### src/rtl/branch_predictor.sv
// Branch target buffer with 2-bit saturating direction counters: combinational
// next-PC prediction at IF, table training and registered redirect at ID resolve.
module branch_predictor #(
    parameter int unsigned ADDR_WIDTH = 32,
    parameter int unsigned ENTRY_NUM  = 16,
    parameter int unsigned PERF_WIDTH = 32
) (
    input  logic                  clk,
    input  logic                  rst_n,
    input  logic [ADDR_WIDTH-1:0] lookup_pc,
    output logic                  pred_taken,
    output logic [ADDR_WIDTH-1:0] pred_target,
    input  logic                  upd_valid,
    input  logic                  upd_is_cti,
    input  logic [ADDR_WIDTH-1:0] upd_pc,
    input  logic                  upd_taken,
    input  logic [ADDR_WIDTH-1:0] upd_target,
    input  logic                  upd_pred_taken,
    input  logic [ADDR_WIDTH-1:0] upd_pred_target,
    output logic                  mispredict,
    output logic [ADDR_WIDTH-1:0] redirect_addr,
    output logic [PERF_WIDTH-1:0] perf_cti,
    output logic [PERF_WIDTH-1:0] perf_miss
);

    localparam int unsigned INDEX_W = $clog2(ENTRY_NUM);
    localparam int unsigned TAG_W   = ADDR_WIDTH - INDEX_W - 2;

    logic                  valid_q  [ENTRY_NUM];
    logic [TAG_W-1:0]      tag_q    [ENTRY_NUM];
    logic [ADDR_WIDTH-1:0] target_q [ENTRY_NUM];
    logic [1:0]            ctr_q    [ENTRY_NUM];

    logic                  mispredict_q, mispredict_d;
    logic [ADDR_WIDTH-1:0] redirect_q, redirect_d;
    logic [PERF_WIDTH-1:0] perf_cti_q, perf_cti_d;
    logic [PERF_WIDTH-1:0] perf_miss_q, perf_miss_d;

    logic [INDEX_W-1:0]    lk_idx, up_idx;
    logic [TAG_W-1:0]      lk_tag, up_tag;
    logic                  lk_hit, up_hit;

    logic                  taken_eff_c;
    logic                  miss_c;
    logic                  cti_c;
    logic                  tbl_we_c;
    logic [1:0]            cur_ctr_c;
    logic [1:0]            wr_ctr_c;
    logic [ADDR_WIDTH-1:0] wr_target_c;

    // Low PC bits address bytes within a word and never reach the table.
    logic unused_pc_bits;
    assign unused_pc_bits = ^{lookup_pc[1:0], upd_pc[1:0]};

    assign lk_idx = lookup_pc[INDEX_W+1:2];
    assign lk_tag = lookup_pc[ADDR_WIDTH-1:INDEX_W+2];
    assign up_idx = upd_pc[INDEX_W+1:2];
    assign up_tag = upd_pc[ADDR_WIDTH-1:INDEX_W+2];

    assign lk_hit = valid_q[lk_idx] && (tag_q[lk_idx] == lk_tag);
    assign up_hit = valid_q[up_idx] && (tag_q[up_idx] == up_tag);

    // Prediction reads registered state only; same-cycle updates are not bypassed.
    assign pred_taken  = lk_hit && ctr_q[lk_idx][1];
    assign pred_target = pred_taken ? target_q[lk_idx] : lookup_pc + ADDR_WIDTH'(4);

    always_comb begin
        taken_eff_c  = upd_is_cti & upd_taken;
        cti_c        = upd_valid & upd_is_cti;
        miss_c       = upd_valid & ((taken_eff_c != upd_pred_taken) |
                                    (taken_eff_c & (upd_target != upd_pred_target)));
        cur_ctr_c    = ctr_q[up_idx];
        tbl_we_c     = 1'b0;
        wr_ctr_c     = cur_ctr_c;
        wr_target_c  = target_q[up_idx];

        if (cti_c) begin
            if (up_hit) begin
                tbl_we_c = 1'b1;
                if (upd_taken) begin
                    wr_target_c = upd_target;
                    if (cur_ctr_c != 2'b11) wr_ctr_c = cur_ctr_c + 2'd1;
                end else if (cur_ctr_c != 2'b00) begin
                    wr_ctr_c = cur_ctr_c - 2'd1;
                end
            end else if (upd_taken) begin
                tbl_we_c    = 1'b1;
                wr_target_c = upd_target;
                wr_ctr_c    = 2'b10;
            end
        end else if (miss_c && up_hit) begin
            // A non-CTI predicted taken through an alias weakens that entry.
            tbl_we_c = 1'b1;
            if (cur_ctr_c != 2'b00) wr_ctr_c = cur_ctr_c - 2'd1;
        end

        mispredict_d = miss_c;
        redirect_d   = redirect_q;
        if (miss_c) redirect_d = taken_eff_c ? upd_target : upd_pc + ADDR_WIDTH'(4);

        perf_cti_d  = perf_cti_q;
        perf_miss_d = perf_miss_q;
        if (cti_c && (perf_cti_q != '1))   perf_cti_d  = perf_cti_q + PERF_WIDTH'(1);
        if (miss_c && (perf_miss_q != '1)) perf_miss_d = perf_miss_q + PERF_WIDTH'(1);
    end

    always_ff @(posedge clk or negedge rst_n) begin
        if (!rst_n) begin
            for (int unsigned i = 0; i < ENTRY_NUM; i++) begin
                valid_q[i]  <= 1'b0;
                tag_q[i]    <= '0;
                target_q[i] <= '0;
                ctr_q[i]    <= 2'b01;
            end
        end else if (tbl_we_c) begin
            valid_q[up_idx]  <= 1'b1;
            tag_q[up_idx]    <= up_tag;
            target_q[up_idx] <= wr_target_c;
            ctr_q[up_idx]    <= wr_ctr_c;
        end
    end

    always_ff @(posedge clk or negedge rst_n) begin
        if (!rst_n) begin
            mispredict_q <= 1'b0;
            redirect_q   <= '0;
            perf_cti_q   <= '0;
            perf_miss_q  <= '0;
        end else begin
            mispredict_q <= mispredict_d;
            redirect_q   <= redirect_d;
            perf_cti_q   <= perf_cti_d;
            perf_miss_q  <= perf_miss_d;
        end
    end

    assign mispredict    = mispredict_q;
    assign redirect_addr = redirect_q;
    assign perf_cti      = perf_cti_q;
    assign perf_miss     = perf_miss_q;

endmodule

### config.mk
export PLATFORM = sky130hd
export DESIGN_NAME = branch_predictor
export DESIGN_NICKNAME = d
export VERILOG_FILES = /design/src/rtl/branch_predictor.sv
export SDC_FILE = /design/constraint.sdc
export NUM_CORES = 2
export LEC_CHECK = 0
export CORE_UTILIZATION = 61
export CTS_BUF_LIST = sky130_fd_sc_hd__clkbuf_16
export DETAILED_ROUTE_END_ITERATION = 12
export PLACE_DENSITY = 0.78
export SLEW_MARGIN = 20
export SYNTH_ARGS = -nofsm -noshare
export SYNTH_HDL_FRONTEND = slang
export SYNTH_SLANG_ARGS = --single-unit
export TNS_END_PERCENT = 100
### constraint.sdc
create_clock -name clk -period 7 [get_ports clk]
set_input_delay 1.05 -clock clk [delete_from_list [all_inputs] [get_ports clk]]
set_output_delay 1.05 -clock clk [all_outputs]
set_load 0.05 [all_outputs]
==> reports/results.txt <==
Initial DRC count: 4676
Die H: 312.8 um
Setup Skew: 0.02792 ns
Yosys cell types: 68
CTS resizes: 0
Async set or reset register ratio after synthesis: 100.0%
PortBufs: 263
Cell taking the most area after synthesis: dfrtp_1
CTS Root Cell: clkbuf_16
Pin count of the biggest net entering global routing: 184
Tot GR Track Use: 37.30%
Hold_buf cts: 0
Antenna violations before repair: 15
Core Util, Final: 69.82%
Routed Antenna Nets: 0
Startpoint Class: primary input
Tcrit/Tclk final: 92.68%
Worst relative slew slack: 27.50%
Commonest non-fill, non-tap cell in the layout: dfrtp_1
Max-slew violations: 0
Crit Path Class: primary input to primary output
Vias per cell: 7.077
Final setup TNS: 0 ns
Clk pin slew, worst setup/hold paths: 0.06 ns
NumNets Final: 4300
Mean Syn Cell Area: 14.64 um2
Setup repair after global routing missed its margin: false
WL final: 178800 um
Final GP Congestion: 0.9335
Grt ovf: 0
Fmax: 154.1 MHz
Pwr/cell area: 234.9 mW/mm2
H-tree depth: 3
CTS tree: done
Lkg Pwr: 29.71 nW
Clock Path Buffers: 3
Sequential-to-total area share from yosys stat: 45.60%
HP Class: primary input to async pin
Crit path max fanout: 59
Synth warnings: 0
CP endpoint kind: primary output
Run status: completed
Syn nets: 4167
Setup-failing EPs final: 0
I/O pin count: 264
Synthesis-stage register bit count: 1073
Vias in the first global route: 39910
First-pass GRT wire length: 268300 um
Worst r2r src: tag_q[15]
Ys flop type: dfrtp_1
Critical Path RT: 5.95 ns
Crit path launch: lookup_pc[2]
Wire length per cell: 32.35 um
Top-area cell type share of the netlist area: 44.89%
Clock Latency Late Sink: 0.71 ns
# rows: 113
Initial Utilization: 61.84%
Clk sinks: 1073
Setup Fix Bufs, Post-CTS: 0
Layout area overhead: 12.91%
Die X: 312.8 um
Synth Instances: 4026
CP arrival: 5.44 ns
Synth area leaders: dfrtp_1, mux4_2, mux2_2, mux2_1, xnor2_1
EDFF count, synth: 0
Die area: 0.09785 mm2
Core area: 0.09529 mm2
Drt drc: 0
Vias: 39110
Share of cells above drive strength 1: 34.46%
Detailed-placement wirelength estimate: 112500 um
Most frequent cells in the layout: dfrtp_1, mux4_2, mux2_2, mux2_1, nand2_1
Maximum vdd drop: 0.0001875 V
Final min period: 6.488 ns
Least-Margin Pin Slew: 1.088 ns
Hold Vio Cnt, Final: 0
Power, Total: 15.63 mW
DR pass1 iterations: 6
Max Cap Viol: 0
Inserted Clock Buffers: 112
Post-Syn Area: 0.05893 mm2
==> sequential cells by signal, summed over array words and instances (netlist names) <==
name and count:
ctr_q 32, mispredict 1, redirect_addr 32, valid_q 16
perf_cti 32, perf_miss 32, target_q 512, tag_q 416
==> metrics by stage <==
step / instance area [um2] / hold WS (ns) / setup WS (ns) / cells
after detailed placement: 63040 / 0.4752 / 0.7036 / 5310
after floorplan: 58930 / 0.4568 / 0.5688 / 4026
after CTS: 66500 / 0.4898 / 0.6445 / 5516
after global routing: 66520 / 0.5085 / 0.4024 / 5521
final: 66530 / 0.4758 / 0.5123 / 5526
after global placement: 63040 / 0.4748 / 0.6482 / 5310
==> cell type report <==
type                            count  area [um2]
Clock inverter                     92       615.6
Multi-Input combinational cell   2561       30280
Timing Repair Buffer              385        4210
Inverter                           26       100.1
Fill cell                        6322       28760
Tap cell                         1265        1583
Clock buffer                      114        2853
Antenna cell                       10       25.02
Sequential cell                  1073       26870
==> layer usage <==
layer / wire length (um) / global-route usage [%]
met1: 68500 / 51.46
met2: 81540 / 55.67
met3: 20480 / 10.89
met4: 8162 / 16.20
met5: 90 / 0
==> synth_stat cells, types with 24 or more instances <==
master	n
buf_4	64
nand3_1	54
mux2_1	450
nor2_1	54
o21ai_0	72
xor2_1	79
mux2_2	539
and3_1	31
dfrtp_1	1057
buf_1	49
mux2i_1	88
nand2_1	237
inv_1	24
mux4_2	545
buf_2	60
xnor2_1	121
clkbuf_1	181
nand4_1	31
==> where the power goes <==
part           internal, mW  switching, mW  total, mW
sequential             6.75          0.434       7.18
clock                  3.19           2.54       5.73
combinational          1.27           1.45       2.72
==> worst max-delay path, stage by stage <==
cell	delay, ns
buf_8	0.49
buf_4	0.35
mux4_2	0.52
mux4_2	0.59
xnor2_1	0.19
nand4_1	0.16
nor4_1	0.34
and3_4	0.74
o21ai_0	0.52
buf_12	0.32
==> final timing paths <==
check	to	slack (ns)	cells past startpoint
max in group asynchronous	tag_q[243]	4.91	3
worst min-delay path	target_q[34]	0.48	1
worst max register to register	target_q[107]	2.59	11
worst max-delay path	pred_target[2]	0.51	10
worst min register to register	valid_q[4]	0.49	1
min in group clk	valid_q[4]	0.49	1
==> cells by family after synthesis <==
kind of cell / after synthesis / synth area share [%]
buf+inv: 392 / 3.185
mux: 1622 / 41.22
fa+ha+maj: 7 / 0.1486
flops: 1073 / 45.60
compound gates: 202 / 2.533
xor+xnor: 200 / 2.973
simple gates: 530 / 4.336
No activity file was read; power rests on OpenSTA's default activity.
